File: src/rtl/vga_scan_timing_gen.sv
// Raster timing generator: free-running pixel/line counters, syncs, strobes and a
// divider-free tile/sub-tile/upscale decomposition of the current pixel.
module vga_scan_timing_gen #(
    parameter int H_ACTIVE = 640,
    parameter int H_FP     = 16,
    parameter int H_SYNC   = 96,
    parameter int H_BP     = 48,
    parameter int V_ACTIVE = 480,
    parameter int V_FP     = 10,
    parameter int V_SYNC   = 2,
    parameter int V_BP     = 33,
    parameter int CLK_DIV  = 1,
    parameter int UPSCALE  = 5,
    parameter int TILE     = 8
) (
    input  logic       clk,
    input  logic       reset,
    output logic       pix_en,
    output logic [9:0] counter_H,
    output logic [9:0] counter_V,
    output logic       hsync,
    output logic       vsync,
    output logic       display_on,
    output logic       line_start,
    output logic       frame_start,
    output logic [3:0] tile_h,
    output logic [3:0] tile_v,
    output logic [2:0] sub_col,
    output logic [2:0] sub_row,
    output logic [2:0] up_h,
    output logic [2:0] up_v
);

    localparam int H_TOTAL = H_ACTIVE + H_FP + H_SYNC + H_BP;
    localparam int V_TOTAL = V_ACTIVE + V_FP + V_SYNC + V_BP;

    localparam logic [9:0]  H_LAST    = 10'(H_TOTAL - 1);
    localparam logic [9:0]  V_LAST    = 10'(V_TOTAL - 1);
    localparam logic [10:0] H_VIS     = 11'(H_ACTIVE);
    localparam logic [10:0] V_VIS     = 11'(V_ACTIVE);
    localparam logic [10:0] HS_BEGIN  = 11'(H_ACTIVE + H_FP);
    localparam logic [10:0] HS_END    = 11'(H_ACTIVE + H_FP + H_SYNC);
    localparam logic [10:0] VS_BEGIN  = 11'(V_ACTIVE + V_FP);
    localparam logic [10:0] VS_END    = 11'(V_ACTIVE + V_FP + V_SYNC);
    localparam logic [2:0]  DIV_LAST  = 3'(CLK_DIV - 1);
    localparam logic [2:0]  UP_LAST   = 3'(UPSCALE - 1);
    localparam logic [2:0]  SUB_LAST  = 3'(TILE - 1);

    generate
        if (H_TOTAL > 1024 || V_TOTAL > 1024 || CLK_DIV < 1 || CLK_DIV > 8 ||
            UPSCALE < 1 || UPSCALE > 8 || TILE < 1 || TILE > 8) begin : g_param_check
            $error("vga_scan_timing_gen: parameter out of range");
        end
    endgenerate

    // Fields are packed as {tile[3:0], sub[2:0], up[2:0]}; one step moves one screen pixel.
    function automatic logic [9:0] step_fields(input logic [9:0] f);
        logic [3:0] t;
        logic [2:0] s;
        logic [2:0] u;
        {t, s, u} = f;
        if (u == UP_LAST) begin
            u = 3'd0;
            if (s == SUB_LAST) begin
                s = 3'd0;
                t = t + 4'd1;
            end else begin
                s = s + 3'd1;
            end
        end else begin
            u = u + 3'd1;
        end
        return {t, s, u};
    endfunction

    // Outside the visible span (and at position 0) the decomposition is forced to zero.
    function automatic logic [9:0] next_fields(input logic [9:0] f, input logic [9:0] pos,
                                               input logic [10:0] active);
        if (pos == 10'd0 || {1'b0, pos} >= active) begin
            return 10'd0;
        end
        return step_fields(f);
    endfunction

    function automatic logic in_window(input logic [9:0] pos, input logic [10:0] lo,
                                       input logic [10:0] hi);
        return ({1'b0, pos} >= lo) && ({1'b0, pos} < hi);
    endfunction

    logic [2:0] div;
    logic [2:0] div_p0;
    logic       adv_p0;
    logic       h_wrap_p0;
    logic [9:0] h_p0;
    logic [9:0] v_p0;
    logic [9:0] hf_p0;
    logic [9:0] vf_p0;
    logic       hsync_p0;
    logic       vsync_p0;
    logic       display_p0;
    logic       line_p0;
    logic       frame_p0;

    // Stage 0: next raster position and everything derived from it
    always_comb begin
        adv_p0     = (div == DIV_LAST);
        div_p0     = adv_p0 ? 3'd0 : div + 3'd1;
        h_wrap_p0  = (counter_H == H_LAST);
        h_p0       = h_wrap_p0 ? 10'd0 : counter_H + 10'd1;
        v_p0       = counter_V;
        vf_p0      = {tile_v, sub_row, up_v};
        if (h_wrap_p0) begin
            v_p0  = (counter_V == V_LAST) ? 10'd0 : counter_V + 10'd1;
            vf_p0 = next_fields({tile_v, sub_row, up_v}, v_p0, V_VIS);
        end
        hf_p0      = next_fields({tile_h, sub_col, up_h}, h_p0, H_VIS);
        hsync_p0   = !in_window(h_p0, HS_BEGIN, HS_END);
        vsync_p0   = !in_window(v_p0, VS_BEGIN, VS_END);
        display_p0 = ({1'b0, h_p0} < H_VIS) && ({1'b0, v_p0} < V_VIS);
        line_p0    = adv_p0 && (h_p0 == 10'd0);
        frame_p0   = line_p0 && (v_p0 == 10'd0);
    end

    // Stage 1: registered outputs, all taken from the same next position
    always_ff @(posedge clk) begin
        if (!reset) begin
            div         <= 3'd0;
            pix_en      <= 1'b0;
            line_start  <= 1'b0;
            frame_start <= 1'b0;
            counter_H   <= 10'd0;
            counter_V   <= 10'd0;
            hsync       <= 1'b1;
            vsync       <= 1'b1;
            display_on  <= 1'b1;
            tile_h      <= 4'd0;
            sub_col     <= 3'd0;
            up_h        <= 3'd0;
            tile_v      <= 4'd0;
            sub_row     <= 3'd0;
            up_v        <= 3'd0;
        end else begin
            div         <= div_p0;
            pix_en      <= adv_p0;
            line_start  <= line_p0;
            frame_start <= frame_p0;
            if (adv_p0) begin
                counter_H                 <= h_p0;
                counter_V                 <= v_p0;
                hsync                     <= hsync_p0;
                vsync                     <= vsync_p0;
                display_on                <= display_p0;
                {tile_h, sub_col, up_h}   <= hf_p0;
                {tile_v, sub_row, up_v}   <= vf_p0;
            end
        end
    end

endmodule

File: config.mk
export PLATFORM = sky130hd
export DESIGN_NAME = vga_scan_timing_gen
export DESIGN_NICKNAME = d
export VERILOG_FILES = /design/src/rtl/vga_scan_timing_gen.sv
export SDC_FILE = /design/constraint.sdc
export NUM_CORES = 1
export LEC_CHECK = 0
export CORE_MARGIN = 3
export CORE_UTILIZATION = 47
export CTS_BUF_LIST = sky130_fd_sc_hd__clkbuf_16
export CTS_CLUSTER_SIZE = 16
export DETAILED_ROUTE_END_ITERATION = 10
export GPL_TIMING_DRIVEN = 1
export HOLD_SLACK_MARGIN = 0.15
export PLACE_DENSITY = 0.79
export SYNTH_ARGS = -nofsm -noshare
export SYNTH_HDL_FRONTEND = slang
export SYNTH_SLANG_ARGS = --single-unit
File: constraint.sdc
create_clock -name clk -period 3.7 [get_ports clk]
set_clock_uncertainty 0.15 [all_clocks]
set_input_delay 0.74 -clock clk [delete_from_list [all_inputs] [get_ports clk]]
set_output_delay 0.74 -clock clk [all_outputs]
set_load 0.02 [all_outputs]
# Word-level counts from Yosys, hierarchy flattened
# Cells that the tools add are included.
[word_totals]
in_bits = 2
ff_bits = 49
output_inout_bits = 46
wordCells = 82
[classes]
add_sub_neg = 9
n_reduce_logical = 23
mux = 20
eq_ne = 6
magnitude_cmp = 8
n_bitwise = 1
[ops]
columns = ["op", "count"]
rows = [
  ["two-way mux 10 bit", 7],
  ["zero test 10 bit", 3],
  ["adder 10 x 1 -> 10 bit, second input constant", 2],
  ["equality test 10 bit, second input constant", 2],
  [">= comparator 10 bit, second input constant", 2],
  [">= comparator 10 x 9 -> 1 bit, second input constant", 2],
  ["< comparator 10 bit, second input constant", 2],
  ["< comparator 10 x 9 -> 1 bit, second input constant", 2],
  ["two-way mux 3 bit", 6],
  ["two-way mux 4 bit", 4],
  ["adder 3 x 1 -> 3 bit, second input constant", 5],
  ["equality test 3 bit, second input constant", 4],
  ["adder 4 x 1 -> 4 bit, second input constant", 2],
  ["nonzero test 2 bit", 4],
  ["AND reduction 3 bit", 2],
  ["logical AND 1 bit", 5],
  ["AND reduction 2 bit", 2],
  ["AND reduction 4 bit", 1],
  ["zero test 3 bit", 1],
  ["two-way mux 1 bit", 3],
  ["zero test 1 bit", 2],
  ["logical OR 1 bit", 2],
  ["OR reduction 2 bit", 1],
  ["NOT 1 bit", 1],
]

# Logic depth before layout (Yosys ltp)
[depth]
ltp_word = 8
ltp_mapped = 10
ltp_nobuf = 8

# Least setup slack after synthesis
# OpenSTA, ideal clock, no wires.
[synth_timing]
path_kind = "register to register"
start = "reg counter_H[0]"
end = "reg sub_col[2]"
stages_incl_launch_ff = 10
period_less_slack_ns = 2.405
setup_time_ns = 0.128
t_arrival_ns = 2.127
path_buffers = 2
slack_ns = 1.295
required_ns = 3.422
cell_sequence = "dfxtp_1 > ha_1 > and4_1 > buf_6 > o22a_1 > nor4bb_4 > or2_1 > buf_4 > o221ai_4 > o22ai_2"
[synth_between]
elab_chain_cells = 7
word_cells_on_any_way = 10
cone_classes = "add/sub: 1; order compare: 1; eq/ne: 1; mux: 3; reduce/logical: 4"
[synth_lines]
columns = ["element", "line_no", "source"]
rows = [
  ["start, declared", "19", "output logic [9:0] counter_H,"],
  ["start signal, assigned", "148", "counter_H <= h_p0;"],
  ["adder 10 x 1 -> 10 bit or equality test 10 bit (tied branches)", "109, 108", ""],
  ["two-way mux 10 bit (*)", "109", "h_p0 = h_wrap_p0 ? 10'd0 : counter_H + 10'd1;"],
  [">= comparator 10 bit or zero test 10 bit (tied branches)", "79", "if (pos == 10'd0 || {1'b0, pos} >= active) begin"],
  ["logical OR 1 bit (*)", "79", ""],
  ["two-way mux 1 bit (*)", "79", ""],
  ["nonzero test 2 bit (no line)", "--", ""],
  ["AND reduction 2 bit (no line)", "--", ""],
  ["end signal, assigned", "153", "{tile_h, sub_col, up_h} <= hf_p0;"],
  ["end, declared", "28", "output logic [2:0] sub_col,"],
]
# Mark *: on every way between the ends. The rest lies on a longest branch, timed or not.
# A chain may end at the register's enable or synchronous reset.

# Final worst setup path
[layout_timing]
start = "reg counter_V[1]"
end = "reg tile_v[0]"
[layout_between]
elab_chain_cells = 8
word_cells_on_any_way = 12
cone_classes = "add/sub: 1; order compare: 1; eq/ne: 1; mux: 4; reduce/logical: 5"
[layout_lines]
columns = ["element", "line_no", "source"]
rows = [
  ["start, declared", "20", "output logic [9:0] counter_V,"],
  ["start signal, assigned", "149", "counter_V <= v_p0;"],
  ["adder 10 x 1 -> 10 bit or equality test 10 bit (tied branches)", "113", "v_p0 = (counter_V == V_LAST) ? 10'd0 : counter_V + 10'd1;"],
  ["two-way mux 10 bit (*)", "113", ""],
  [">= comparator 10 x 9 -> 1 bit or zero test 10 bit (tied branches)", "79", ""],
  ["logical OR 1 bit (*)", "79", ""],
  ["two-way mux 1 bit (*)", "79", ""],
  ["two-way mux 1 bit (*)", "112", "if (h_wrap_p0) begin"],
  ["nonzero test 2 bit (no line)", "--", ""],
  ["AND reduction 4 bit (no line)", "--", ""],
  ["end signal, assigned", "154", "{tile_v, sub_row, up_v} <= vf_p0;"],
  ["end, declared", "27", "output logic [3:0] tile_v,"],
]
# Mark *: on every way between the ends. The rest lies on a longest branch, timed or not. The select of a mux whose other input is x is not followed.

==> impl_results.md <==
- Outcome: completed
- Period utilization: 0.8136
- Seq cells post-synth: just under 50
- Peak Freq: ~0.33 GHz
- Initial antenna violation count: 0
- CTS tree: done
- Number of antenna cells inserted: 0
- Routed wire length: 8326 microns
- Yosys warning count: 0
- TritonCTS buffer count: 5
- CP startpoint kind: register
- Leak: about 1.4 nW
- Largest vdd supply drop: 0.0001644 V
- Util after Layout: 0.5944
- Core area: approximately 6600 sq um
- Vias in the first global route: 3101
- Main synth FF type: dfxtp_1
- Async SR Flop Fraction: 0
- CP Max Fanout: 13
- EDFF count, synth: 0
- Remaining Overflow, GRT: 0
- CTS Buffer Depth: 2
- Die area: approximately 8000 sq um
- Drt via density: between 5 and 6
- Syn Nets: 434
- Rel. slew slack: 0.5521
- Total vias in the final route: approximately 3200
- Data arrival, critical path: 3.03 ns
- Final Hold Vio Count: 0
- Syn Area/Cell: around 8.0 sq um
- Post-DRT Antenna Nets: 0
- Synth top cells by count: 59 x nand2_1, 49 x dfxtp_1, 30 x nor2_1
- DRC Markers: 0
- I/O Pins: 48
- Drt wl/cell: around 16 microns
- GR Util All Layers: 0.2093
- Final net count: 462
- Placed wire-length estimate: just under 6000 microns
- Latest clock arrival within the worst-skew pair: between 0.2 and 0.3 ns
- Final RePlAce weighted congestion: between 0.8 and 0.9
- Most frequent cell after synthesis: nand2_1
- Sink Count: 49
- Fillers: roughly 610
- Gates resized, CTS repair: 0
- Iter 0 DRT Violations: between 150 and 200
- Largest net degree at the start of global routing: 19
- Synthesized area: between 3000 and 4000 sq um
- Mapped Cells: ~420
- Clk root buf: clkbuf_16
- Port Buf Inserts: between 40 and 50
- Die Y: roughly 90 microns
- Final Critical Period: between 3 and 4 ns
- Hold Buf Count CTS: 0
- Most area-consuming cells after synthesis: dfxtp_1 30%, nand2_1 6.7%, ha_1 6.0%
- Initial core utilization: 0.5019
- Post-synthesis sequential area ratio: 0.2960
- Rows: 29
- Crit. End Element: register
- Yosys cell types: 70
- Max-slew violation count: 0
- Worst-path clk slew: about 0.070 ns
- Total power per unit cell area: between 300 and 400 nW/um^2
- Critical Path RT: approximately 3.7 ns
- Setup TNS: 0 ns
- Yosys top cell area share: 0.2960
- Worst min-delay path class: reg2reg
- RSZ-0062 raised after global routing: false
- Cell taking the most area after synthesis: dfxtp_1
- Total iterations of the first detailed-routing run: 6
- Layout cells sized above 1: 0.06982
- Slew @ Worst Pin: roughly 0.67 ns
- Critical path type: reg2reg
- Max Cap Viol: 0
- Setup Viol. Count Final: 0
- Die X-Extent: approximately 90 microns
- Depth of the CTS H-tree: 2
- First-pass GRT wire length: between 10000 and 15000 microns
- Setup Fix Bufs, Post-CTS: 0
- Syn-to-layout area delta: 18.42%
- Total Power: about 1.2 mW
==> sequential cells by signal, summed over array words and instances (netlist names) <==
register and cells:
frame_start 1, div 3, line_start 1, display_on 1, vsync 1, hsync 1
sub_col 3, pix_en 1, sub_row 3, up_v 3, up_h 3, tile_v 4
tile_h 4, counter_V 10, counter_H 10
==> critical path, cell delays in order (launching register included) <==
cell      delay, ns
dfxtp_1        0.54
ha_1           0.46
nand4_1        0.32
nor2_1         0.26
xnor2_1        0.15
nand3b_1       0.52
a31oi_1        0.36
o22ai_1        0.12
==> through the flow <==
stage / cells / area, sq um / hold slack (ns) / worst slack (ns)
5_1_grt: 537 / 3925 / 0.3269 / 0.4295
4_1_cts: 537 / 3925 / 0.2996 / 0.7818
3_3_place_gp: 530 / 3765 / 0.2790 / 0.8010
2_1_floorplan: 416 / 3314 / 0.2673 / 1.295
3_5_place_dp: 530 / 3765 / 0.2902 / 0.8134
6_report: 537 / 3925 / 0.2980 / 0.6898
==> cell type report <==
cell class	instances	area [sq um]	share of cell area
inverters	13	48.80	0.01243
repair buffers	52	508.0	0.1294
multi-input cells	323	2111	0.5378
clock inverters	2	35.03	0.008926
clock buffers	5	125.1	0.03188
well taps	93	116.4	0.02965
flip-flops and latches	49	980.9	0.2499
==> per-layer routing <==
layer  track usage  share of wire
met3       0.03506          0.046
met5             0              0
met4       0.06760          0.011
met2        0.3446           0.48
met1        0.2802           0.46
==> final timing paths <==
kind,start,to,slack (ns),cells after the start
setup / recovery,counter_V[1],tile_v[0],0.69,7
hold reg to reg,div[0],div[0],0.30,1
hold / removal,div[0],div[0],0.30,1
setup reg to reg,counter_V[1],tile_v[0],0.69,7
==> cells in the final DEF (no fill, tap or decap), drive strengths merged, types with 5 or more instances in the layout <==
cell / synthesis / layout
xnor2: 11 / 11
ha: 16 / 16
nor3: 13 / 13
and3: 11 / 11
inv: 13 / 13
and2: 14 / 14
nand3: 25 / 25
dfxtp: 49 / 49
buf: 19 / 5
nand4: 17 / 17
o22ai: 8 / 8
nor3b: 8 / 8
nor2: 31 / 31
a31oi: 13 / 13
clkbuf: 12 / 5
nand2: 59 / 59
nor2b: 6 / 6
a21oi: 9 / 9
clkdlybuf4s50: 0 / 47
nor4: 5 / 5
o21ai: 16 / 16
==> logic make-up after synthesis <==
group	after synthesis	share of synthesized area
and+or+nand+nor	208	0.3447
AOI/OAI and AO/OA	81	0.1831
DFF	49	0.2960
buffers and inverters	44	0.06719
adders and majority gates	16	0.06040
xor gates and xnor gates	15	0.03964
muxes	3	0.009060
==> where the power goes <==
group          switching [mW]  internal, mW  total (mW)
clock                   0.190         0.314       0.504
combinational          0.0617        0.0541       0.116
sequential             0.0188         0.542       0.561
total                   0.271         0.910        1.18
Power figures use the tool's default switching activity.
